$ cat config.mk
export PLATFORM = sky130hd
export DESIGN_NAME = load_store_unit
export DESIGN_NICKNAME = d
export VERILOG_FILES = /design/src/rtl/load_store_unit.sv
export SDC_FILE = /design/constraint.sdc
export NUM_CORES = 1
export LEC_CHECK = 0
export CORE_UTILIZATION = 52
export CTS_BUF_LIST = sky130_fd_sc_hd__clkbuf_8
export DETAILED_ROUTE_END_ITERATION = 10
export MAX_ROUTING_LAYER = met4
export PLACE_DENSITY = 0.89
export SYNTH_ARGS = -nofsm -noshare
export SYNTH_HDL_FRONTEND = slang
export SYNTH_SLANG_ARGS = --single-unit
$ cat constraint.sdc
create_clock -name i_clk -period 3.4 [get_ports i_clk]
set_input_delay 0.68 -clock i_clk [delete_from_list [all_inputs] [get_ports i_clk]]
set_output_delay 0.68 -clock i_clk [all_outputs]
set_load 0.02 [all_outputs]
$ cat src/rtl/load_store_unit.sv
// load_store_unit: one-outstanding load/store engine driving a ready/valid data-memory bus.
// Handles lane alignment, strobes, load extension, misalignment checks and a response timeout.
module load_store_unit #(
  parameter int XLEN    = 32,
  parameter int TIMEOUT = 255
) (
  input  logic              i_clk,
  input  logic              i_rst_n,
  input  logic              i_req_valid,
  output logic              o_req_ready,
  input  logic              i_req_we,
  input  logic [2:0]        i_req_op,
  input  logic [XLEN-1:0]   i_req_addr,
  input  logic [XLEN-1:0]   i_req_wdata,
  output logic              o_rsp_valid,
  output logic [XLEN-1:0]   o_rsp_rdata,
  output logic              o_rsp_misalign,
  output logic              o_rsp_fault,
  output logic              o_dm_avalid,
  input  logic              i_dm_aready,
  output logic [XLEN-1:0]   o_dm_addr,
  output logic              o_dm_we,
  output logic [XLEN-1:0]   o_dm_wdata,
  output logic [XLEN/8-1:0] o_dm_wstrb,
  input  logic              i_dm_rvalid,
  input  logic [XLEN-1:0]   i_dm_rdata
);
  localparam int SB = XLEN / 8;
  localparam int OW = $clog2(SB);
  localparam int CW = $clog2(TIMEOUT + 1);

  typedef enum logic [1:0] {IDLE, ADDR, WAIT, RSP} state_t;
  state_t r_state, w_next;

  logic            r_we, r_mis, r_fault;
  logic [2:0]      r_op;
  logic [OW-1:0]   r_off;
  logic [XLEN-1:0] r_addr, r_wdata, r_rdata;
  logic [SB-1:0]   r_wstrb;
  logic [CW-1:0]   r_cnt;

  logic            w_acc, w_illegal, w_mis, w_to, w_done;
  logic [1:0]      w_size;
  logic [OW-1:0]   w_off;
  logic [7:0]      w_m8;
  logic [XLEN-1:0] w_keep, w_sh, w_ext;

  assign w_acc     = i_req_valid && o_req_ready;
  assign w_size    = i_req_op[1:0];
  assign w_off     = i_req_addr[OW-1:0];
  assign w_illegal = i_req_op == 3'b111 || (XLEN == 32 && (i_req_op == 3'b011 || i_req_op == 3'b110));
  // An illegal op reports fault only, so misalign is suppressed for it.
  assign w_mis     = !w_illegal && (w_size == 2'd1 ? i_req_addr[0] :
                                    w_size == 2'd2 ? |i_req_addr[1:0] :
                                    w_size == 2'd3 ? |i_req_addr[2:0] : 1'b0);
  assign w_m8      = w_size == 2'd0 ? 8'h01 : w_size == 2'd1 ? 8'h03 : w_size == 2'd2 ? 8'h0F : 8'hFF;
  assign w_keep    = w_size == 2'd0 ? XLEN'(8'hFF) : w_size == 2'd1 ? XLEN'(16'hFFFF) :
                     w_size == 2'd2 ? XLEN'(32'hFFFF_FFFF) : '1;
  assign w_sh      = i_dm_rdata >> {r_off, 3'b000};
  assign w_ext     = r_op == 3'b000 ? XLEN'($signed(w_sh[7:0]))  :
                     r_op == 3'b001 ? XLEN'($signed(w_sh[15:0])) :
                     r_op == 3'b010 ? XLEN'($signed(w_sh[31:0])) :
                     r_op == 3'b100 ? XLEN'(w_sh[7:0])  :
                     r_op == 3'b101 ? XLEN'(w_sh[15:0]) :
                     r_op == 3'b110 ? XLEN'(w_sh[31:0]) : w_sh;
  assign w_to      = r_cnt == CW'(TIMEOUT - 1);
  assign w_done    = r_state == WAIT && (i_dm_rvalid || w_to);

  always_comb begin
    w_next = r_state;
    case (r_state)
      IDLE:    w_next = w_acc ? ((w_illegal || w_mis) ? RSP : ADDR) : IDLE;
      ADDR:    w_next = i_dm_aready ? WAIT : ADDR;
      WAIT:    w_next = w_done ? RSP : WAIT;
      default: w_next = IDLE;
    endcase
  end

  always_ff @(posedge i_clk or negedge i_rst_n) begin
    if (!i_rst_n) begin
      r_state <= IDLE;
      r_we    <= 1'b0;
      r_op    <= '0;
      r_off   <= '0;
      r_addr  <= '0;
      r_wdata <= '0;
      r_wstrb <= '0;
      r_rdata <= '0;
      r_mis   <= 1'b0;
      r_fault <= 1'b0;
      r_cnt   <= '0;
    end else begin
      r_state <= w_next;
      if (w_acc) begin
        r_we    <= i_req_we;
        r_op    <= i_req_op;
        r_off   <= w_off;
        r_addr  <= {i_req_addr[XLEN-1:OW], {OW{1'b0}}};
        r_wdata <= i_req_we ? (i_req_wdata & w_keep) << {w_off, 3'b000} : '0;
        r_wstrb <= i_req_we ? SB'(w_m8) << w_off : '0;
        r_rdata <= '0;
        r_mis   <= w_mis;
        r_fault <= w_illegal;
      end
      if (r_state == ADDR) r_cnt <= '0;
      else if (r_state == WAIT) r_cnt <= r_cnt + 1'b1;
      // rvalid takes priority over an expiring counter in the same cycle.
      if (w_done) begin
        r_rdata <= (i_dm_rvalid && !r_we) ? w_ext : '0;
        r_fault <= !i_dm_rvalid;
      end
    end
  end

  assign o_req_ready    = r_state == IDLE;
  assign o_dm_avalid    = r_state == ADDR;
  assign o_dm_addr      = o_dm_avalid ? r_addr : '0;
  assign o_dm_we        = o_dm_avalid && r_we;
  assign o_dm_wdata     = o_dm_avalid ? r_wdata : '0;
  assign o_dm_wstrb     = o_dm_avalid ? r_wstrb : '0;
  assign o_rsp_valid    = r_state == RSP;
  assign o_rsp_rdata    = o_rsp_valid ? r_rdata : '0;
  assign o_rsp_misalign = o_rsp_valid && r_mis;
  assign o_rsp_fault    = o_rsp_valid && r_fault;
endmodule

Yosys cells after proc, flatten, opt, wreduce, memory -nomap -nowiden --
Index checks and enable logic that the tools add are counted.
Word-level totals: bits in registers 116, input port bits 105, output and inout port bits 106, word-level logic and storage cells 81
Cells by class: $add $sub $neg 1, equal/unequal tests 14, shift operators 3, mux-type cells 30, bitwise operators 1, reduce and logical (&&, ||, !) cells 21
Operators by type and width (count):
- $mux W32 | 14
- $and A32 B32 Y32 | 1
- $shl A32 B5 Y32 | 1
- $shr A32 B5 Y32 | 1
- $mux W4 | 4
- $mux W8 | 2
- $eq A3 B3 Y1 const B | 4
- $add A8 B1 Y8 const B | 1
- $eq A2 B2 Y1 const B | 4
- $eq A8 B8 Y1 const B | 1
- $logic_and A1 B1 Y1 | 7
- $eq A3 B2 Y1 const B | 2
- $mux W1 | 6
- $mux W2 | 3
- $pmux W2 S3 | 1
- $eq A2 B1 Y1 const B | 2
- $logic_not A2 Y1 | 2
- $logic_or A1 B1 Y1 | 4
- $reduce_bool A2 Y1 | 2
- $shl A4 B2 Y4 | 1
- $eq A3 B1 Y1 const B | 1
- $logic_not A1 Y1 | 3
- $logic_not A3 Y1 | 1
- $reduce_or A3 Y1 | 1
- $reduce_or A2 Y1 | 1

Longest topological paths before layout --
Gate-level depths: netlist of run 1.
depth in word-level cells 9, depth in mapped cells 7, depth with buffers taken out 6

Worst setup path after synthesis of run 1 --
Ideal clock, no wire load.
kind register -> output, from register r_state[1], to output o_dm_addr[15], arrival 1527 ps, data required time 2720 ps, setup slack 1193 ps, cell stages (with the launch flop) 6, buffers on the path 2, path through dfrtp_1 inv_1 ha_1 clkbuf_1 clkbuf_1 and2_1
On the way: longest elaborated chain between the ends 2
RTL lines:
- start: declaration | RTL line 33 | state_t r_state, w_next;
- start signal: assignment | RTL line 93 | r_state <= w_next;
- $eq A2 B1 Y1 | RTL line 116 | assign o_dm_avalid = r_state == ADDR;
- named net o_dm_avalid | RTL line 19 | output logic o_dm_avalid,
- $mux W32 | RTL line 117 | assign o_dm_addr = o_dm_avalid ? r_addr : '0;
- end: declaration | RTL line 21 | output logic [XLEN-1:0] o_dm_addr,
The timed path passes the listed nets, and every way through them passes these cells.

Worst setup path in the final report of run 1 --
from register r_state[1], to output o_dm_addr[30]
On the way: longest elaborated chain between the ends 2
RTL lines (RTL line):
- $eq A2 B1 Y1 | 116
- $mux W32 | 117
Every way passes these cells.

==> results.tsv, run 1 <==
stage	metric	value	unit
synth	ys flop type	dfrtp_1	
timing	fin worst setup slack	209	ps
timing	final setup fails	0	
synth	average instance area after synthesis	10.3	µm²
clock_tree	clock buffer count from CTS	17	
clock_tree	CTS tree	done	
power_and_ir_drop	sequential power share	36.6	%
clock_tree	clock root buffer	clkbuf_8	
synth	Post-synth EDFFs	0	
clock_tree	Max H-tree Level	4	
timing	clock skew	10.2	ps
layout	Area Overhead vs Synth	39.5	%
route	vias per cell	5.84	
run	max_cap viols	0	
timing	Final Slew Violations	0	
global_routing	Congestion Overflow GR	0	
floorplan	core box area	0.0120	mm²
layout	Final nets	927	
layout	Final Non-Filler Cells	975	
synth	synthesis-stage register bit count	116	
timing	setup TNS	0	ps
setup_path	Setup crit end kind	output pin	
global_routing	initial antenna violation count	0	
power_and_ir_drop	Internal	3.93	mW
power_and_ir_drop	clock power share	18.0	%
power_and_ir_drop	Pwr Total	6.32	mW
timing	relative max-transition margin	37.9	%
place	dpl ws	664	ps
setup_path	Setup crit start kind	register	
route	Post-DRT Antenna Nets	0	
floorplan	Starting Density	53.3	%
floorplan	IO Count	211	
setup_path	CP Cell Sequence	inv_1 -> ha_2 -> buf_4 -> and2_1 -> clkdlybuf4s50_1	
setup_path	critical path's top delay family	buffers and inverters	
global_routing	first-pass GRT wire length	30.0	mm
layout	Filler cells	862	
power_and_ir_drop	sw power	2.39	mW
route	WL/cell	19.3	µm
timing	post-layout min period	3190	ps
power_and_ir_drop	Max VDD drop	0.529	mV
clock_tree	CTS Sinks	116	
timing	endpoints failing hold	0	
route	Iter 0 DRT Violations	509	
route	Remaining DRCs	0	
clock_tree	setup repair bufs after CTS	0	
clock_tree	post-cts gate resize count	0	
clock_tree	Hold Buf Count CTS	0	
clock_tree	CTS max path bufs	2	
layout	n_diodes	0	
synth	synthesized area	0.00637	mm²
route	DR pass1 iterations	5	
power_and_ir_drop	PD cells	711	mW/mm²
synth	Syn Inst Count	621	
timing	Slew @ Worst Pin	931	ps
timing	Max Freq	313	MHz
setup_path	Buf/Inv on CP	3	
global_routing	vias in the first global route	5721	
timing	RSZ-0062 raised after global routing	false	
layout	post-route core utilization	74.3	%
layout	commonest non-fill, non-tap cell in the layout	clkdlybuf4s50_1	
floorplan	die extent in x	113	µm
place	GPL Wtd Cong	0.892	
power_and_ir_drop	power share of the combinational group	45.3	%
power_and_ir_drop	P_leak	3.89	nW
setup_path	CP Max Fanout	29	
worst_hold_path	HP Class	in -> async	
layout	most frequent cells in the layout	clkdlybuf4s50_1 (206), dfrtp_1 (116), and2_1 (103), nand2_1 (58), mux2_2 (54)	
setup_path	Required @ worst endpoint	2720	ps
synth	Yosys cell types	47	
route	Routed WL	18.8	mm
status	status	finished clean	
setup_path	crit path kind	reg -> out	
global_routing	largest net degree at the start of global routing	61	
clock_tree	worst skew pair latency	430	ps
layout	layout cells sized above 1	12.8	%
clock_tree	CTS clk-pin slew, worst paths	60	ps
setup_path	Crit-path slowest cell	clkdlybuf4s50_1	
route	via count of the routed design	5694	
synth	Synth warnings	0	
timing	period utilization	93.9	%
synth	share of flip-flops with an asynchronous set or reset	100	%
global_routing	GRT Total Usage	31.7	%
setup_path	slowest stage delay, CP	610	ps
place	detailed placer's ending HPWL	13.4	mm
floorplan	die height	113	µm
place	placed cells	944	
setup_path	crit path DAT	2510	ps
synth	Seq/Total Area, Yosys	45.5	%
place	Port Buffers	208	
floorplan	die footprint	0.0127	mm²
power_and_ir_drop	Sw Ratio	37.9	%
floorplan	num rows	40	
-- worst register-to-register path: stages, from the launching register on --
cell and delay [ps]:
dfrtp_1 400, inv_1 90, ha_1 260, nand3b_1 450, nand2b_1 330, a31oi_2 410, a221o_1 190
-- state kept, by name (all words and copies together) (netlist names) --
signal / cells
r_mis: 1
r_wstrb: 4
r_cnt: 8
r_addr: 30
r_wdata: 32
r_state: 2
r_off: 2
r_fault: 1
r_we: 1
r_op: 3
r_rdata: 32
-- stage by stage --
| stage | instance area [µm²] | hold slack (ps) |
|---|---|---|
| 2_1_floorplan | 6380 | 384 |
| 3_3_place_gp | 8540 | 457 |
| 3_5_place_dp | 8540 | 464 |
| 4_1_cts | 8890 | 316 |
| 5_1_grt | 8890 | 345 |
| 6_report | 8890 | 305 |
-- metal layers --
| layer | vias up | part of all wire [%] | GRT usage [%] |
|---|---|---|---|
| met5 | - | 0 | - |
| met2 | 288 | 49 | 50.2 |
| met1 | 2766 | 42 | 40.2 |
| met3 | 29 | 6.8 | 6.27 |
| met4 | 0 | 1.9 | 12.6 |
| li1 | 2611 | - | - |
-- cell type report --
class	count	area, µm²	area share (%)
inverters	7	26.3	0.296
clock inverters	11	72.6	0.816
multi-input cells	454	3240	36.4
flip-flops and latches	116	2900	32.6
well taps	147	184	2.07
clock buffers	20	275	3.10
repair buffers	220	2190	24.6
-- final timing paths --
path,to,slack [ps],start,cells past startpoint
setup / recovery,o_dm_addr[30],210,r_state[1],5
hold / removal,r_rdata[0],300,i_rst_n,1
max in group asynchronous,r_addr[5],2320,i_rst_n,2
setup reg to reg,r_rdata[23],1210,r_state[0],6
hold reg to reg,r_wstrb[0],480,r_wstrb[0],1
min in group i_clk,r_wstrb[0],480,r_wstrb[0],1
-- power by group through the flow --
stage	clock [mW]	combinational, mW	sequential, mW
detailed placement	0	2.85	2.32
global placement	0	2.77	2.29
finish	1.14	2.87	2.32
CTS	1.16	2.87	2.30
floorplan	0	1.92	2.16
global route	1.23	3.10	2.38
-- cells by family (layout without fill, tap and decap cells) --
| kind of cell | count (synthesis) | after routing | synth area share [%] |
|---|---|---|---|
| and+or+nand+nor | 215 | 215 | 19.2 |
| muxes | 66 | 66 | 11.6 |
| DFF | 116 | 116 | 45.5 |
| adders and majority gates | 6 | 6 | 1.18 |
| AOI/OAI and AO/OA | 165 | 165 | 18.6 |
| buffers and inverters | 52 | 258 | 3.73 |
| other | 1 | 2 | 0.0588 |
-- synth_stat cells (3+ instances only) --
library cell | n | area share (%)
buf_2 | 13 | 1.0
mux2_2 | 54 | 9.5
nor2b_1 | 17 | 1.7
dfrtp_1 | 116 | 46
a221o_1 | 8 | 1.3
inv_1 | 7 | 0.41
clkbuf_1 | 25 | 1.5
o21ai_0 | 47 | 3.7
mux2i_1 | 11 | 1.7
a32o_1 | 8 | 1.3
nand4_1 | 4 | 0.39
buf_4 | 3 | 0.35
a211o_1 | 17 | 2.3
nand3_1 | 3 | 0.24
a22oi_1 | 18 | 2.1
and2_1 | 103 | 10
nand2b_1 | 3 | 0.29
nor2_1 | 9 | 0.53
a22o_1 | 31 | 4.3
a21oi_1 | 21 | 1.6
o31ai_1 | 4 | 0.47
ha_1 | 6 | 1.2
nand2_1 | 58 | 3.4
a31oi_1 | 4 | 0.39
Power figures use the tool's default switching activity.
==> run 2, diff against run 1 <==
Settings changed: GPL_TIMING_DRIVEN set to 0.
==> results.tsv, run 2 (synthesis results as in run 1) <==
stage	metric	value	unit
timing	Slew @ Worst Pin	786	ps
floorplan	die footprint	0.0127	mm²
layout	final instance area	0.00907	mm²
status	status	finished clean	
global_routing	vias in the first global route	6116	
route	Post-DRT Antenna Nets	0	
route	WL/cell	19.8	µm
floorplan	num rows	40	
clock_tree	clock buffer count from CTS	17	
setup_path	Required @ worst endpoint	2720	ps
timing	endpoints failing hold	0	
setup_path	worst reg-to-reg setup slack	1210	ps
setup_path	worst reg2reg path depth	7	
clock_tree	Hold Buf Count CTS	0	
floorplan	IO Count	211	
route	met3 routed WL	1.54	mm
layout	n_diodes	0	
power_and_ir_drop	P_leak	3.96	nW
power_and_ir_drop	Pwr Total	6.55	mW
route	Highest Signal Layer	met4	
place	Post-DP Area	0.00867	mm²
power_and_ir_drop	PD cells	723	mW/mm²
clock_tree	CTS tree	done	
worst_hold_path	HP Class	in -> async	
timing	post-layout min period	3250	ps
layout	FF/Latch Area	0.00290	mm²
layout	Largest regs	r_rdata: 32 flops, r_wdata: 32 flops, r_addr: 30 flops	
timing	RSZ-0062 raised after global routing	false	
route	Remaining DRCs	0	
setup_path	crit path DAT	2570	ps
clock_tree	CTS Sinks	116	
clock_tree	CTS max path bufs	2	
place	GPL Wtd Cong	0.960	
global_routing	largest net degree at the start of global routing	60	
run	max_cap viols	0	
layout	Area Overhead vs Synth	42.3	%
route	WL met1	8.24	mm
global_routing	GRT Total Usage	34.0	%
timing	final setup fails	0	
floorplan	die height	113	µm
route	via count of the routed design	5965	
layout	footprint of the multi-input gates	0.00324	mm²
setup_path	CP Max Fanout	10	
floorplan	die extent in x	113	µm
clock_tree	worst skew pair latency	450	ps
timing	clock skew	8.02	ps
route	DR WL met2	9.73	mm
layout	commonest non-fill, non-tap cell in the layout	clkdlybuf4s50_1	
power_and_ir_drop	Max VDD drop	0.484	mV
layout	Final nets	961	
timing	Final Slew Violations	0	
floorplan	Starting Density	53.3	%
clock_tree	clock root buffer	clkbuf_8	
place	Port Buffers	208	
clock_tree	Max H-tree Level	4	
layout	most frequent cells in the layout	clkdlybuf4s50_1 (207), dfrtp_1 (116), and2_1 (103), nand2_1 (58), mux2_2 (54)	
setup_path	Setup crit start kind	register	
global_routing	first-pass GRT wire length	31.8	mm
place	detailed placer's ending HPWL	15.3	mm
global_routing	Congestion Overflow GR	0	
clock_tree	CTS clk-pin slew, worst paths	70	ps
route	Iter 0 DRT Violations	552	
route	Routed WL	20.0	mm
route	DR pass1 iterations	5	
route	vias per cell	5.91	
floorplan	core box area	0.0120	mm²
timing	Max Freq	307	MHz
timing	relative max-transition margin	47.4	%
global_routing	initial antenna violation count	0	
setup_path	crit path kind	reg -> out	
timing	period utilization	95.7	%
layout	Filler cells	849	
layout	layout cells sized above 1	14.3	%
setup_path	Setup crit end kind	output pin	
[run 2: cell types whose count changed in the layout (fill, tap and decap cells not counted), sizes merged]
cell	change
bufinv	+1
inv	-3
buf	+8
clkinv	+1
clkbuf	+24
clkinvlp	+3
clkdlybuf4s50	+1
[run 2: final timing paths]
path / startpoint / end
min in group i_clk: r_wdata[10] / r_wdata[10]
max reg2reg: r_state[0] / r_wdata[7]
max: r_state[1] / o_dm_wdata[25]
min: i_rst_n / r_rdata[4]
min reg2reg: r_wdata[10] / r_wdata[10]
max in group asynchronous: i_rst_n / r_addr[5]
[run 2: worst max-delay path: stages, from the launching register on]
cell             delay, ps
dfrtp_1                420
inv_1                   90
ha_1                   250
clkbuf_2               280
clkbuf_2               260
and2_1                 190
clkdlybuf4s50_1        630
[run 2: stage by stage]
step | hold slack (ps) | instances | TNS [ps] | setup WS, ps | util [%]
6_report | 304 | 1010 | 0 | 147 | 75.8
5_1_grt | 367 | 1010 | 0 | 17.2 | 75.8
4_1_cts | 323 | 1010 | 0 | 15.4 | 75.8
3_5_place_dp | 468 | 978 | 0 | 368 | 72.5
3_3_place_gp | 453 | 977 | -310220 | -2680 | 72.3
2_1_floorplan | 384 | 622 | 0 | 1190 | -
[run 2: area by class of cell]
type                    instances  area share [%]
inverters                       7           0.290
plain buffers                  45            2.41
well taps                     147            2.03
clock inverters                13            1.46
multi-input cells             454            35.7
clock buffers                  19            2.88
repair buffers                209            23.2
flip-flops and latches        116            32.0
[run 2: power by group]
part	total (mW)	switching, mW	leakage, nW	internal (mW)
Clock	1.27	0.588	0.199	0.685
Sequential	2.27	0.339	1.51	1.94
Combinational	3.01	1.60	2.26	1.41
[run 2: layer usage]
layer  track usage [%]  up-vias
met4              14.0        0
li1                  -     2686
met5                 -        -
met3              7.07       50
met1              41.9     2914
met2              54.7      315
[run 2: repair_timing]
action                     4_1_cts  5_1_grt
cloned                           0        0
gates resized for setup          2        8
hold endpoints to repair         0        0
setup buffers                    0        0
setup endpoints to repair       50       40
==> run 3, diff against run 2 <==
Settings changed: GPL_ROUTABILITY_DRIVEN set to 0.
==> results.tsv, run 3 (synthesis results as in run 1) <==
stage	metric	value	unit
power_and_ir_drop	sequential power share	34.8	%
floorplan	die height	113	µm
global_routing	vias in the first global route	6198	
setup_path	Required @ worst endpoint	2720	ps
clock_tree	Hold Buf Count CTS	0	
floorplan	core box area	0.0120	mm²
timing	Max Freq	307	MHz
timing	endpoints failing hold	0	
power_and_ir_drop	Sw Ratio	38.6	%
power_and_ir_drop	P_leak	3.96	nW
setup_path	crit path DAT	2580	ps
clock_tree	clock root buffer	clkbuf_8	
setup_path	Setup crit end kind	output pin	
layout	Largest regs	r_rdata: 32 flops, r_wdata: 32 flops, r_addr: 30 flops	
timing	RSZ-0062 raised after global routing	false	
route	Post-DRT Antenna Nets	0	
setup_path	beginning of the critical path	r_state[1]	
route	Remaining DRCs	0	
power_and_ir_drop	Pwr Total	6.53	mW
floorplan	Starting Density	53.3	%
global_routing	largest net degree at the start of global routing	64	
floorplan	die footprint	0.0127	mm²
power_and_ir_drop	sw power	2.52	mW
global_routing	initial antenna violation count	0	
layout	n_diodes	0	
layout	layout cells sized above 1	14.1	%
layout	Final nets	961	
layout	most frequent cells in the layout	clkdlybuf4s50_1 (207), dfrtp_1 (116), and2_1 (103), nand2_1 (58), mux2_2 (54)	
status	status	finished clean	
power_and_ir_drop	power share of the combinational group	46.2	%
global_routing	first-pass GRT wire length	31.1	mm
clock_tree	setup repair bufs after CTS	0	
timing	setup TNS	0	ps
global_routing	GRT Total Usage	32.7	%
floorplan	die extent in x	113	µm
setup_path	worst r2r src	r_state[0]	
route	Routed WL	19.9	mm
power_and_ir_drop	PD cells	721	mW/mm²
layout	post-route core utilization	75.8	%
power_and_ir_drop	Max VDD drop	0.461	mV
setup_path	Buf/Inv on CP	3	
route	vias per cell	5.95	
setup_path	critical path's top delay family	buffers and inverters	
layout	Final Non-Filler Cells	1010	
global_routing	met2 GRT Util	53.0	%
timing	final setup fails	0	
route	via count of the routed design	6012	
setup_path	slowest stage delay, CP	660	ps
clock_tree	CTS clk-pin slew, worst paths	70	ps
power_and_ir_drop	clock power share	19.0	%
run	max_cap viols	0	
clock_tree	CTS Sinks	116	
place	detailed placer's ending HPWL	14.7	mm
timing	clock skew	11.0	ps
timing	post-layout min period	3260	ps
global_routing	gr busiest metal	met2	
clock_tree	CTS tree	done	
clock_tree	CTS max path bufs	2	
place	placed cells	978	
power_and_ir_drop	Internal	4.01	mW
setup_path	Crit-path slowest cell	clkdlybuf4s50_1	
setup_path	crit path kind	reg -> out	
setup_path	CP Max Fanout	10	
timing	relative max-transition margin	44.7	%
layout	commonest non-fill, non-tap cell in the layout	clkdlybuf4s50_1	
setup_path	CP Cell Sequence	inv_1 -> ha_1 -> clkbuf_1 -> and2_1 -> clkdlybuf4s50_1	
floorplan	IO Count	211	
setup_path	Setup crit start kind	register	
clock_tree	worst skew pair latency	430	ps
layout	Area Overhead vs Synth	42.2	%
clock_tree	clock buffer count from CTS	17	
place	Port Buffers	208	
route	DR pass1 iterations	7	
timing	period utilization	95.9	%
global_routing	Congestion Overflow GR	0	
global_routing	met1 Usage GRT	39.5	%
route	Iter 0 DRT Violations	633	
timing	Final Slew Violations	0	
route	WL/cell	19.7	µm
timing	Slew @ Worst Pin	829	ps
worst_hold_path	HP Class	in -> async	
clock_tree	Max H-tree Level	4	
floorplan	num rows	40	
global_routing	met3 Track Usage GR	6.86	%
-- run 3: final cells by class --
cell class	count	area [µm²]
Inverter	7	26.3
Clock inverter	14	139
Buffer	45	219
Multi-Input combinational cell	454	3240
Clock buffer	18	248
Sequential cell	116	2900
Fill cell	835	2900
Timing Repair Buffer	209	2110
Tap cell	147	184
-- run 3: stage by stage --
stage	hold WS, ps	setup WS (ps)	area, µm²
after floorplan	384	1190	6380
after global placement	448	-2620	8640
after detailed placement	455	292	8670
after CTS	357	13.4	9060
after global routing	399	11.5	9060
final	347	139	9060
-- run 3: per-layer routing --
layer	share of wire, %	routed length [µm]
met1	40	7900
met2	49	9800
met3	8.1	1620
met4	2.9	580
met5	0	0
-- run 3: power by group through the flow --
stage                     logic, mW  registers, mW  clock network, mW
after floorplan                1.92           2.16                  0
after global placement         2.87           2.24                  0
after detailed placement       2.98           2.28                  0
after CTS                      3.00           2.26               1.25
after global routing           3.24           2.33               1.31
final                          3.02           2.27               1.24
-- run 3: path summary, 6_finish.rpt --
check,end,slack (ps),depth (start not counted)
max,o_dm_wstrb[3],140,5
min,r_wdata[5],350,1
max reg2reg,r_wdata[3],1220,7
min reg2reg,r_wstrb[0],480,1
max in group asynchronous,r_addr[9],2290,2
min in group i_clk,r_wstrb[0],480,1
-- run 3: repair_timing --
action,in CTS,in global routing
gates resized for setup,2,8
setup endpoints to repair,50,40
cloned,0,0
hold endpoints to repair,0,0
